$ cat config.mk
export PLATFORM = sky130hd
export DESIGN_NAME = mem_rr_arbiter
export DESIGN_NICKNAME = d
export VERILOG_FILES = /design/src/rtl/mem_rr_arbiter.sv
export SDC_FILE = /design/constraint.sdc
export NUM_CORES = 1
export LEC_CHECK = 0
export ABC_AREA = 1
export CORE_ASPECT_RATIO = 2
export CORE_MARGIN = 2
export CORE_UTILIZATION = 41
export DETAILED_ROUTE_END_ITERATION = 7
export GPL_TIMING_DRIVEN = 0
export HOLD_SLACK_MARGIN = 0.15
export MAX_ROUTING_LAYER = met4
export PLACE_DENSITY = 0.82
export SLEW_MARGIN = 20
export SYNTH_ARGS = -nofsm -noshare
export SYNTH_HDL_FRONTEND = slang
export SYNTH_SLANG_ARGS = --single-unit
$ cat constraint.sdc
create_clock -name clk -period 1.3 [get_ports clk]
set_input_delay 0.26 -clock clk [delete_from_list [all_inputs] [get_ports clk]]
set_output_delay 0.26 -clock clk [all_outputs]
set_load 0.02 [all_outputs]
$ cat src/rtl/mem_rr_arbiter.sv
// mem_rr_arbiter: round-robin arbiter sharing one single-port synchronous RAM between requesters A and B.
// Optional feature macro ADDR_RANGE_CHK_EN: reject winning commands whose address is >= SIZE.
module mem_rr_arbiter #(
    parameter int SIZE       = 8,
    parameter int WIDTH_DATA = 8,
    parameter int WIDTH_ADDR = $clog2(SIZE)
) (
    input  logic                  clk,
    input  logic                  rst_n,
    input  logic                  req_a,
    input  logic                  we_a,
    input  logic [WIDTH_ADDR-1:0] addr_a,
    input  logic [WIDTH_DATA-1:0] wdata_a,
    output logic                  gnt_a,
    output logic                  rvalid_a,
    output logic [WIDTH_DATA-1:0] rdata_a,
    output logic                  err_a,
    input  logic                  req_b,
    input  logic                  we_b,
    input  logic [WIDTH_ADDR-1:0] addr_b,
    input  logic [WIDTH_DATA-1:0] wdata_b,
    output logic                  gnt_b,
    output logic                  rvalid_b,
    output logic [WIDTH_DATA-1:0] rdata_b,
    output logic                  err_b,
    output logic                  mem_en,
    output logic                  mem_we,
    output logic [WIDTH_ADDR-1:0] mem_addr,
    output logic [WIDTH_DATA-1:0] mem_wdata,
    input  logic [WIDTH_DATA-1:0] mem_rdata
);
    typedef enum logic [1:0] {IDLE, ACCESS, RDATA, RESP} state_t;

    state_t                state, state_nxt;
    logic                  last_b, sel, grant, win_b, win_we, range_err;
    logic [WIDTH_ADDR-1:0] win_addr;
    logic [WIDTH_DATA-1:0] win_wdata;

    // Arbitration: a sole requester wins, a tie goes to whoever was not served last
    always_comb begin
        grant     = (state == IDLE) & (req_a | req_b);
        win_b     = req_b & (~req_a | ~last_b);
        win_we    = win_b ? we_b : we_a;
        win_addr  = win_b ? addr_b : addr_a;
        win_wdata = win_b ? wdata_b : wdata_a;
    end

`ifdef ADDR_RANGE_CHK_EN
    assign range_err = 33'(win_addr) >= 33'(SIZE);
`else
    assign range_err = 1'b0;
`endif

    // Next state: reads walk through RDATA/RESP, writes and rejected commands go straight back to IDLE
    always_comb begin
        state_nxt = state;
        case (state)
            IDLE:    state_nxt = grant ? ACCESS : IDLE;
            ACCESS:  state_nxt = (mem_we | err_a | err_b) ? IDLE : RDATA;
            RDATA:   state_nxt = RESP;
            default: state_nxt = IDLE;
        endcase
    end

    // State register
    always_ff @(posedge clk) begin
        if (!rst_n)
            state <= IDLE;
        else
            state <= state_nxt;
    end

    // Registered RAM command bus, grant/error/valid pulses and per-requester read data
    always_ff @(posedge clk) begin
        if (!rst_n) begin
            last_b    <= 1'b1;
            sel       <= 1'b0;
            gnt_a     <= 1'b0;
            gnt_b     <= 1'b0;
            err_a     <= 1'b0;
            err_b     <= 1'b0;
            rvalid_a  <= 1'b0;
            rvalid_b  <= 1'b0;
            rdata_a   <= '0;
            rdata_b   <= '0;
            mem_en    <= 1'b0;
            mem_we    <= 1'b0;
            mem_addr  <= '0;
            mem_wdata <= '0;
        end else begin
            gnt_a    <= grant & ~win_b;
            gnt_b    <= grant & win_b;
            err_a    <= grant & ~win_b & range_err;
            err_b    <= grant & win_b & range_err;
            mem_en   <= grant & ~range_err;
            rvalid_a <= (state == RDATA) & ~sel;
            rvalid_b <= (state == RDATA) & sel;
            if (grant) begin
                sel    <= win_b;
                last_b <= win_b;
            end
            if (grant & ~range_err) begin
                mem_we    <= win_we;
                mem_addr  <= win_addr;
                mem_wdata <= win_wdata;
            end
            if (state == RDATA) begin
                if (sel)
                    rdata_b <= mem_rdata;
                else
                    rdata_a <= mem_rdata;
            end
        end
    end
endmodule

==> summary.md <==
| Metric | Value |
|---|---|
| Outcome | finished, final reports clean |
| Critical path fanouts, max | 2 |
| Yosys reg bits | 37 |
| Final ANT Viol Nets | 0 |
| Detailed-route wire length | roughly 3700 µm |
| H-Tree Depth | 2 |
| # rows | 31 |
| Final setup viols | 0 |
| Avg Inst Size Synth | 7.771 µm² |
| Clock Sinks | 37 |
| RSZ-0062 raised after global routing | false |
| Residual DRC | 0 |
| Final Instance Area | 2335 µm² |
| Drt wl/cell | around 11 µm |
| Post-synthesis sequential area ratio | 0.4790 |
| Net Sw Frac | 0.3051 |
| Worst path required time | 1.04 ns |
| Placed insts | 316 |
| CP max stage delay | 0.35 ns |
| Max cap viols | 0 |
| PwrDens | 1219 nW/µm² |
| Static Leak | ~0.0011 µW |
| Skew final | 0.002922 ns |
| I/O Buffers | 67 |
| Hold-fix buffers, CTS | 0 |
| R2r startpoint | state[1]$_SDFF_PN0_ |
| CP bufs+invs | 1 |
| Num ports | 71 |
| Antenna cells | 0 |
| Combinational Power Share | 0.264 |
| Hold path cells | 3 |
| Initial antenna violation count | 0 |
| Hpwl dp | 2905 µm |
| NumNets Final | 310 |
| Clk slew on worst S/H paths | 0.07 ns |
| Cell family with most CP delay | flip-flops |
| Setup crit start | rdata_a[2]$_SDFFE_PN0P_ |
| Type of the worst min-delay path | input port to flop |
| Cell depth of the worst flop-to-flop path | 5 |
| Gate Count Post-Synth | 199 |
| Layout Cells excl Fill | 323 |
| Worst vdd ir | ~800 µV |
| Setup slack, reg-to-reg | 0.11 ns |
| Peak Freq | 809.4 MHz |
| Worst path slowest cell | dfxtp_1 |
| Post-synth top area share | 0.4790 |
| Crit Path Class | flop to output port |
| Final hold viol count | 0 |
| Starting DRT DRC Count | 45 |
| Via-per-instance ratio | 4.895 |
| Core Region | 3607 µm² |
| P_int | 1978 µW |
| CTS max path bufs | 2 |
| CP Capture Type | output port |
| Reg2reg end | rdata_a[4]$_SDFFE_PN0P_ |
| Grt total ovfl | 0 |
| Vias | 1581 |
| Cell taking the most area after synthesis | dfxtp_1 |
| Die W | approximately 47 µm |
| Largest cells by area after synthesis | dfxtp_1 48%, nand2_1 16%, nand3_1 10%, a21oi_1 6.8%, a21oi_2 3.4% |
| Root buffer cell | clkbuf_8 |
| Crit start category | flop |
| Fin crit period | between 1 and 1.5 ns |
| HP Start | rst_n |
| Net Switching | 868.3 µW |
| Area after DPL | about 2300 µm² |
| Reg power frac | 0.452 |
| Area delta synth->final | 50.97% |
| Ys Warns | 0 |
| Share of layout cells above drive strength 1 | 0.1168 |
| Die Y | 90.86 µm |
| Clock latency at the later pin of the worst-skew pair | 0.29 ns |
| DP Worst Slack | -0.2583 ns |
| Vias in the first global route | approximately 1.5k |
| Global Route Usage Sum | 0.1992 |
| Initial Util | 0.4287 |
| First-pass GRT wire length | ~6200 µm |
| Worst path cell trace | dlygate4sd2_1 |
| Cell variety after synth | 22 |
| Die Area | between 4000 and 5000 µm² |
| Fin crit share | 0.9504 |
| Drt first pass iters | 4 |
| Worst Hold End | mem_wdata[1]$_SDFFE_PN0P_ |
| Critical path arrival | a little under 1 ns |
| CTS tree | yes |
| Fin. max-slew vios | 0 |
| Clock power frac | 0.285 |
| Post-synthesis cell area | 1546 µm² |
| GPL Wtd Cong | 0.7915 |
| Worst Slack Setup Final | around 0.064 ns |
| Largest net degree at the start of global routing | 11 |
| Total CTS buffers | 5 |
| Post-CTS setup buffers | 0 |
-- registers in the layout, summed over array words and instances, names as in the netlist --
name and cells:
rvalid_a 1, mem_wdata 8, sel 1, rdata_b 8, last_b 1, mem_we 1
gnt_a 1, rvalid_b 1, rdata_a 8, gnt_b 1, mem_addr 3, mem_en 1
state 2
-- power by group through the flow --
stage | logic, µW | registers [µW] | clock network (µW)
after floorplan | 361 | 1410 | 0
after global placement | 794 | 1310 | 0
after detailed placement | 802 | 1320 | 0
after CTS | 751 | 1290 | 808
after global routing | 821 | 1300 | 864
final | 750 | 1290 | 810
-- worst max path at each step --
stage | slack [ns] | cells after the start | end
after floorplan | 0.27 | 6 | mem_addr[0]$_SDFFE_PN0P_
after global placement | -0.23 | 6 | mem_wdata[5]$_SDFFE_PN0P_
after detailed placement | -0.26 | 6 | mem_wdata[5]$_SDFFE_PN0P_
after CTS | 0.03 | 1 | mem_we
after global routing | 0.002 | 5 | mem_addr[1]$_SDFFE_PN0P_
final | 0.06 | 1 | rdata_a[2]
-- stage by stage --
step	setup TNS, ns	hold slack [ns]	utilization	power, µW
floorplan	0	0.3980	-	1768
global placement	-3.133	0.4469	0.6327	2105
detailed placement	-3.617	0.4500	0.6327	2118
CTS	0	0.2634	0.6452	2847
global route	0	0.2815	0.6472	2983
finish	0	0.2639	0.6472	2846
-- per-layer routing --
layer / routed length [µm] / global-route usage / vias to the layer above / share of wire
met5: 0 / - / - / 0
met4: 78 / 0.09259 / 0 / 0.021
met3: 227 / 0.05000 / 5 / 0.061
met2: 2106 / 0.3412 / 69 / 0.57
met1: 1298 / 0.1923 / 710 / 0.35
li1: - / - / 797 / -
-- synthesized netlist by cell type (all sizes together) --
master,number
nand2,68
a21oi,27
nand3b,1
inv,6
nor3,2
o21ai,2
dfxtp,37
nor2,8
clkinv,1
o21a,1
buf,11
conb,1
clkbuf,2
nand3,32
-- timing repair --
item,in CTS,in global routing
endpoints found under the setup margin,33,11
pin swaps,0,1
resized for setup,33,4
-- logic make-up after synthesis --
kind of cell | after synthesis | synth area share
AO/OA/AOI/OAI | 30 | 0.1206
buffers and inverters | 20 | 0.08575
other | 1 | 0.002425
flip-flops | 37 | 0.4790
AND/OR/NAND/NOR | 111 | 0.3123
-- area by class of cell --
type                       instances  area (µm²)
fill                             323        1272
tap                               49       61.31
buffer                            13       112.6
multi-input combinational        143       676.9
sequential                        37       740.7
inverter                           7       26.28
clock buffer                       7       86.33
timing repair buffer              67       630.6
-- worst register-to-register path: stages, from the launching register on --
cell and delay [ns]:
dfxtp_1 0.40, inv_2 0.06, nor2_4 0.23, buf_6 0.19, nand3_1 0.07, a21oi_1 0.16
-- cells in the final DEF, fill, tap and decap left out, drive strengths merged --
master	netlist	final
clkdlybuf4s15	0	1
clkinv	1	1
buf	11	11
clkbuf	2	9
nor3	2	2
inv	6	6
nor2	8	8
a21oi	27	27
dfxtp	37	37
nand3	32	32
nand3b	1	1
conb	1	2
nand2	68	68
o21a	1	1
o21ai	2	2
clkdlybuf4s50	0	34
dlygate4sd2	0	32
Note: power is estimated with default switching activity, not from simulation.
